<file path="src/rtl/rr_vn_p_sched_pkg.sv">
// rr_vn_p_sched_pkg: shared Log2 helper, default-size localparams and FSM state encodings
package rr_vn_p_sched_pkg;
  function automatic int Log2(input int n);
    int r;
    r = 1;
    while ((1 << r) < n) r++;
    return r;
  endfunction
  localparam int NUM_VC_DEF = 1;
  localparam int NUM_VN_DEF = 3;
  localparam int bits_VN = Log2(NUM_VN_DEF);
  localparam int bits_VC = Log2(NUM_VC_DEF);
  localparam int NUM_VN_X_VC = NUM_VN_DEF * NUM_VC_DEF;
  localparam int bits_VN_X_VC = Log2(NUM_VN_X_VC);
  typedef enum logic {S_IDLE = 1'b0, S_GRANT = 1'b1} state_t;
endpackage

</file>
<file path="src/rtl/rr_vn_p_sched_quota_ctrl.sv">
// rr_vn_p_quota_ctrl: per-VN quota config regs, live quota counter and priority-VN rotation (upd = ack of granted g_vn; prio_nxt = post-update prio)
module rr_vn_p_quota_ctrl import rr_vn_p_sched_pkg::*; #(
  parameter int NUM_VC = 1,
  parameter int NUM_VN = 3,
  parameter int QUOTA_W = 4,
  parameter int DEFAULT_QUOTA = 4
) (
  input  logic clk,
  input  logic rst_p,
  input  logic [NUM_VN*NUM_VC-1:0] req,
  input  logic [NUM_VN*QUOTA_W-1:0] quota_cfg,
  input  logic cfg_load,
  input  logic upd,
  input  logic [Log2(NUM_VN)-1:0] g_vn,
  output logic [Log2(NUM_VN)-1:0] prio_vn,
  output logic [Log2(NUM_VN)-1:0] prio_nxt
);
  localparam int VW = Log2(NUM_VN);
  logic [NUM_VN-1:0][QUOTA_W-1:0] cfg_q, cfg_d;
  logic [QUOTA_W-1:0] cnt_q, cnt_d, cnt_dec, reload;
  logic [VW-1:0] prio_q, prio_d, prio_inc;
  logic [NUM_VC-1:0] prio_req;
  logic adv;
  always_comb begin
    cnt_dec = (g_vn == prio_q) ? cnt_q - 1'b1 : cnt_q;
    prio_req = req[prio_q*NUM_VC +: NUM_VC];
    adv = (cnt_dec == '0) || (prio_req == '0);
    prio_inc = (prio_q == VW'(NUM_VN - 1)) ? '0 : prio_q + 1'b1;
    // reload reads cfg_q, so a same-cycle cfg_load does not affect it
    reload = (cfg_q[prio_inc] == '0) ? QUOTA_W'(1) : cfg_q[prio_inc];
    prio_d = (upd && adv) ? prio_inc : prio_q;
    cnt_d = !upd ? cnt_q : (adv ? reload : cnt_dec);
    cfg_d = cfg_load ? quota_cfg : cfg_q;
  end
  always_ff @(posedge clk) begin
    if (rst_p) begin
      cfg_q <= {NUM_VN{QUOTA_W'(DEFAULT_QUOTA)}};
      cnt_q <= QUOTA_W'(DEFAULT_QUOTA);
      prio_q <= '0;
    end else begin
      cfg_q <= cfg_d;
      cnt_q <= cnt_d;
      prio_q <= prio_d;
    end
  end
  assign prio_vn = prio_q;
  assign prio_nxt = prio_d;
endmodule

</file>
<file path="src/rtl/rr_vn_p_sched.sv">
// rr_vn_p_sched: weighted round-robin VN x VC scheduler, held one-hot grant with valid/ack (req, quota_cfg, cfg_load, grant_ack -> grant, grant_valid, prio_vn, token; grant_cnt when RR_VN_P_SCHED_STATS_EN)
module rr_vn_p_sched import rr_vn_p_sched_pkg::*; #(
  parameter int NUM_VC = 1,
  parameter int NUM_VN = 3,
  parameter int QUOTA_W = 4,
  parameter int DEFAULT_QUOTA = 4
) (
  input  logic clk,
  input  logic rst_p,
  input  logic [NUM_VN*NUM_VC-1:0] req,
  input  logic [NUM_VN*QUOTA_W-1:0] quota_cfg,
  input  logic cfg_load,
  input  logic grant_ack,
  output logic [NUM_VN*NUM_VC-1:0] grant,
  output logic grant_valid,
  output logic [Log2(NUM_VN)-1:0] prio_vn,
`ifdef RR_VN_P_SCHED_STATS_EN
  output logic [NUM_VN*16-1:0] grant_cnt,
`endif
  output logic [Log2(NUM_VN*NUM_VC)-1:0] token
);
  localparam int N = NUM_VN * NUM_VC;
  localparam int VW = Log2(NUM_VN);
  localparam int TW = Log2(N);
  state_t state_q, state_d;
  logic [N-1:0] grant_q, grant_d, pick;
  logic [TW-1:0] token_q, token_d;
  logic [VW-1:0] g_vn, prio_nxt;
  logic found, upd;
  int g_idx, g_vc;
  always_comb begin
    g_idx = 0;
    for (int i = 0; i < N; i++) if (grant_q[i]) g_idx = i;
    g_vn = VW'(g_idx / NUM_VC);
    g_vc = g_idx % NUM_VC;
    upd = (state_q == S_GRANT) && grant_ack;
  end
  // first request at or above token, wrapping past the top index
  always_comb begin
    pick = '0;
    found = 1'b0;
    for (int i = 0; i < N; i++) begin
      if (!found && req[(int'(token_q) + i) % N]) begin
        pick[(int'(token_q) + i) % N] = 1'b1;
        found = 1'b1;
      end
    end
    state_d = (state_q == S_IDLE) ? (found ? S_GRANT : S_IDLE) : (grant_ack ? S_IDLE : S_GRANT);
    grant_d = (state_q == S_IDLE) ? pick : (grant_ack ? '0 : grant_q);
  end
  always_comb begin
    token_d = upd ? TW'((int'(prio_nxt) * NUM_VC + ((g_vn == prio_nxt) ? g_vc + 1 : 0)) % N) : token_q;
  end
  always_ff @(posedge clk) begin
    if (rst_p) begin
      state_q <= S_IDLE;
      grant_q <= '0;
      token_q <= '0;
    end else begin
      state_q <= state_d;
      grant_q <= grant_d;
      token_q <= token_d;
    end
  end
  rr_vn_p_quota_ctrl #(
    .NUM_VC(NUM_VC), .NUM_VN(NUM_VN), .QUOTA_W(QUOTA_W), .DEFAULT_QUOTA(DEFAULT_QUOTA)
  ) u_quota (
    .clk(clk), .rst_p(rst_p), .req(req), .quota_cfg(quota_cfg), .cfg_load(cfg_load),
    .upd(upd), .g_vn(g_vn), .prio_vn(prio_vn), .prio_nxt(prio_nxt)
  );
`ifdef RR_VN_P_SCHED_STATS_EN
  logic [NUM_VN-1:0][15:0] stat_q, stat_d;
  always_comb begin
    stat_d = stat_q;
    if (upd && stat_q[g_vn] != 16'hFFFF) stat_d[g_vn] = stat_q[g_vn] + 16'd1;
  end
  always_ff @(posedge clk) stat_q <= rst_p ? '0 : stat_d;
  assign grant_cnt = stat_q;
`endif
  assign grant = grant_q;
  assign grant_valid = (state_q == S_GRANT);
  assign token = token_q;
endmodule

</file>
<file path="config.mk">
export PLATFORM = sky130hd
export DESIGN_NAME = rr_vn_p_sched
export DESIGN_NICKNAME = d
export VERILOG_FILES = /design/src/rtl/rr_vn_p_sched_pkg.sv /design/src/rtl/rr_vn_p_sched_quota_ctrl.sv /design/src/rtl/rr_vn_p_sched.sv
export SDC_FILE = /design/constraint.sdc
export NUM_CORES = 1
export LEC_CHECK = 0
export CORE_ASPECT_RATIO = 0.7
export CORE_UTILIZATION = 57
export DETAILED_ROUTE_END_ITERATION = 6
export GPL_ROUTABILITY_DRIVEN = 0
export GPL_TIMING_DRIVEN = 0
export MAX_ROUTING_LAYER = met4
export PLACE_DENSITY = 0.89
export SYNTH_ARGS = -nofsm -noshare
export SYNTH_HDL_FRONTEND = slang
export SYNTH_SLANG_ARGS = --single-unit
</file>
<file path="constraint.sdc">
create_clock -name clk -period 5.4 [get_ports clk]
set_input_delay 1.08 -clock clk [delete_from_list [all_inputs] [get_ports clk]]
set_output_delay 1.08 -clock clk [all_outputs]
set_load 0.01 [all_outputs]
</file>
==> summary.txt <==
Timing
  • Slew HR: 0.550
  • RSZ-0062 raised after global routing: no
  • Post-route setup TNS: 0 ns
  • Tcrit/Tclk final: 0.710
  • Fin crit period: ~3.8 ns
  • F_max: 261 MHz
  • Count of final setup violators: 0
  • Final Max Tran Viols: 0
  • Layout Skew: 0.00215 ns
  • Final Hold Viols: 0
  • Worst slew pin tran: 0.675 ns

Critical path
  • CP max stage delay: 0.52 ns
  • Cells along the critical path: clkdlybuf4s50_1 -> mux2i_1 -> a2bb2oi_1 -> a21oi_2 -> a211oi_4 -> mux2i_1 -> fa_1 -> o211ai_1 -> o21ai_0 -> nor2_1
  • WP data arrival: 4.04 ns
  • CP bufs+invs: 1
  • Kind of critical path: input port to flop
  • Max FO, Critical Path: 6
  • Slowest-stage cell, CP: clkdlybuf4s50_1
  • Critical path's top delay family: compound AO/OA/AOI/OAI gates
  • Worst EP required: 5.61 ns
  • Startpoint types: input port
  • Crit end category: flop
  • Cell mode on critical path: mux2i_1

Floorplan
  • Die extent in x: 65.8 µm
  • Core Footprint: between 2000 and 3000 µm²
  • Initial core utilization: 0.632
  • DIE AREA: 3070 µm²
  • I/O Pins: 27
  • Std-Cell Rows: 15
  • Die Span Y: 46.7 µm

GRT
  • Initial antenna violation count: 0
  • Gr ovfl total: 0
  • Global-route wire length before repair: between 6000 and 7000 µm
  • Total GRT Usage: 0.298
  • Largest net degree at the start of global routing: 15
  • Vias in the first global route: 1374

Detailed routing
  • Drt pass-1 iters: 4
  • Vias after detailed routing: 1522
  • DRC: 0
  • DR WL/cell: approximately 17 µm
  • Vias per inst: 6.04
  • 1st-iter DRT viols: 83
  • Drt total wl: 4180 µm
  • Routed Antenna Nets: 0

Clock network
  • Worst-Skew Late Latency: 0.27 ns
  • Clk buf depth: 2
  • H-Tree Depth: 1
  • CTS Buf Count: 3
  • Hold_buf cts: 0
  • Clk slew on worst S/H paths: 0.09 ns
  • Root Driver: clkbuf_8
  • CTS tree: yes
  • Post-CTS resize count: 0
  • Setup Buffers After CTS: 0
  • Total clock sinks: 24

Finish
  • Finished Layout Cells: between 200 and 300
  • Commonest cells after routing, fill and taps aside: nor2_1, clkdlybuf4s50_1, dfxtp_1
  • Fraction of layout cells with a size suffix above 1: 0.0734
  • Nets@finish: 245
  • Filler cells: between 150 and 200
  • Diode count: 0
  • P&R area growth vs syn: 22.4%

Placed design
  • DP HPWL: 3160 µm
  • Placed insts: 248
  • PortBufs: 25

Synthesis
  • Post-synthesis sequential area ratio: 0.296
  • Mapped cell area: ~1600 µm²
  • Area leader, netlist: dfxtp_1
  • Number of synthesis warnings: 0
  • Post-synth EDFFs: 0
  • FFs w/ async S/R, synth: 0
  • Seq cells post-synth: 24
  • Primary FF master, synth: dfxtp_1
  • Top cell type's share of synthesized area: 0.296
  • Synth unique cells: between 50 and 60
  • Syn Nets: 215
  • Avg Cell Area, Syn: 8.60 µm²
  • Mapped Cells: 189
  • Largest cells by area after synthesis: dfxtp_1, mux2i_1, nor2_1

Pwr
  • Power per cell area: 274 nW/µm²
  • Worst vdd ir: 0.000162 V
  • LEAKAGE: 0.768 nW

Flow run
  • Number of max-cap violations: 0

Worst hold path
  • Hold/Removal Path Class: flop to flop

Outcome
  • Status: completed
## cells in the mapped netlist (2+ instances only)
cell and n:
o21ai_1 2, mux2i_1 22, nand3b_1 2, a31oi_1 3
o21ai_0 5, ha_1 6, nand2b_1 2, buf_2 2
o31a_1 2, o2bb2ai_1 2, and2_1 2, nor3b_1 2
o21a_1 2, nor2_1 25, a22oi_1 4, a21oi_1 5
dfxtp_1 24, nor2b_1 5, a2bb2oi_1 2, nor3_1 6
inv_1 9, nand2_1 12, a221oi_1 2, a211o_1 4
o211ai_1 3, clkbuf_1 8
## metal layers
layer / global-route usage / routed length [µm] / vias to the layer above
li1: - / - / 742
met1: 0.388 / 1940 / 710
met2: 0.476 / 1930 / 64
met4: 0.0652 / 36 / 0
met5: - / 0 / -
met3: 0.0644 / 276 / 6
## report_power, final
| part | total, mW | switching (mW) | internal (mW) |
|---|---|---|---|
| Combinational | 0.184 | 0.0987 | 0.0853 |
| Clock | 0.158 | 0.0588 | 0.0991 |
| Sequential | 0.204 | 0.0129 | 0.191 |
## cell type report
type                            count  area (µm²)  share of cell area
Multi-Input combinational cell    145        1060               0.533
Sequential cell                    24         480               0.242
Timing Repair Buffer               25         250               0.126
Buffer                             11        51.3              0.0258
Tap cell                           34        42.5              0.0214
Clock buffer                        3        41.3              0.0208
Inverter                            9        33.8              0.0170
Clock inverter                      1        30.0              0.0151
## flip-flops by register name (all words and copies together) (netlist names)
signal / flops
token: 2
u_quota.prio_vn: 2
grant: 3
u_quota.cnt_q: 4
grant_valid: 1
u_quota.cfg_q: 12
## tightest hold or removal path: stages, from the launching register on
cell     delay [ns]
dfxtp_1        0.34
mux2i_1        0.06
nor2_1         0.07
## worst paths after layout
kind | startpoint | endpoint | slack, ns | depth (start not counted)
worst max-delay path | req[0] | token[1] | 1.57 | 10
worst min-delay path | u_quota.cfg_q[1] | u_quota.cfg_q[1] | 0.50 | 2
worst max register to register | u_quota.cnt_q[0] | token[1] | 2.15 | 11
worst min register to register | u_quota.cfg_q[1] | u_quota.cfg_q[1] | 0.50 | 2
## per-stage QoR
stage / instance area [µm²] / setup WS (ns) / util / power (mW) / hold WS [ns]
2_1_floorplan: 1630 / 2.22 / - / 0.330 / 0.460
3_3_place_gp: 1920 / 1.49 / 0.746 / 0.375 / 0.474
3_5_place_dp: 1920 / 1.37 / 0.746 / 0.385 / 0.481
4_1_cts: 1990 / 1.60 / 0.774 / 0.545 / 0.505
5_1_grt: 1990 / 1.43 / 0.774 / 0.572 / 0.526
6_report: 1990 / 1.57 / 0.774 / 0.545 / 0.502
## kinds of logic (layout without fill, tap and decap cells)
| logic type | count (synthesis) | count (layout) | share of synthesized area |
|---|---|---|---|
| compound gates | 46 | 46 | 0.217 |
| xor+xnor | 2 | 2 | 0.0154 |
| fa+ha+maj | 7 | 7 | 0.0585 |
| buf+inv | 20 | 49 | 0.0523 |
| flops | 24 | 24 | 0.296 |
| mux | 23 | 23 | 0.145 |
| simple gates | 67 | 67 | 0.216 |
Power figures use the tool's default switching activity.
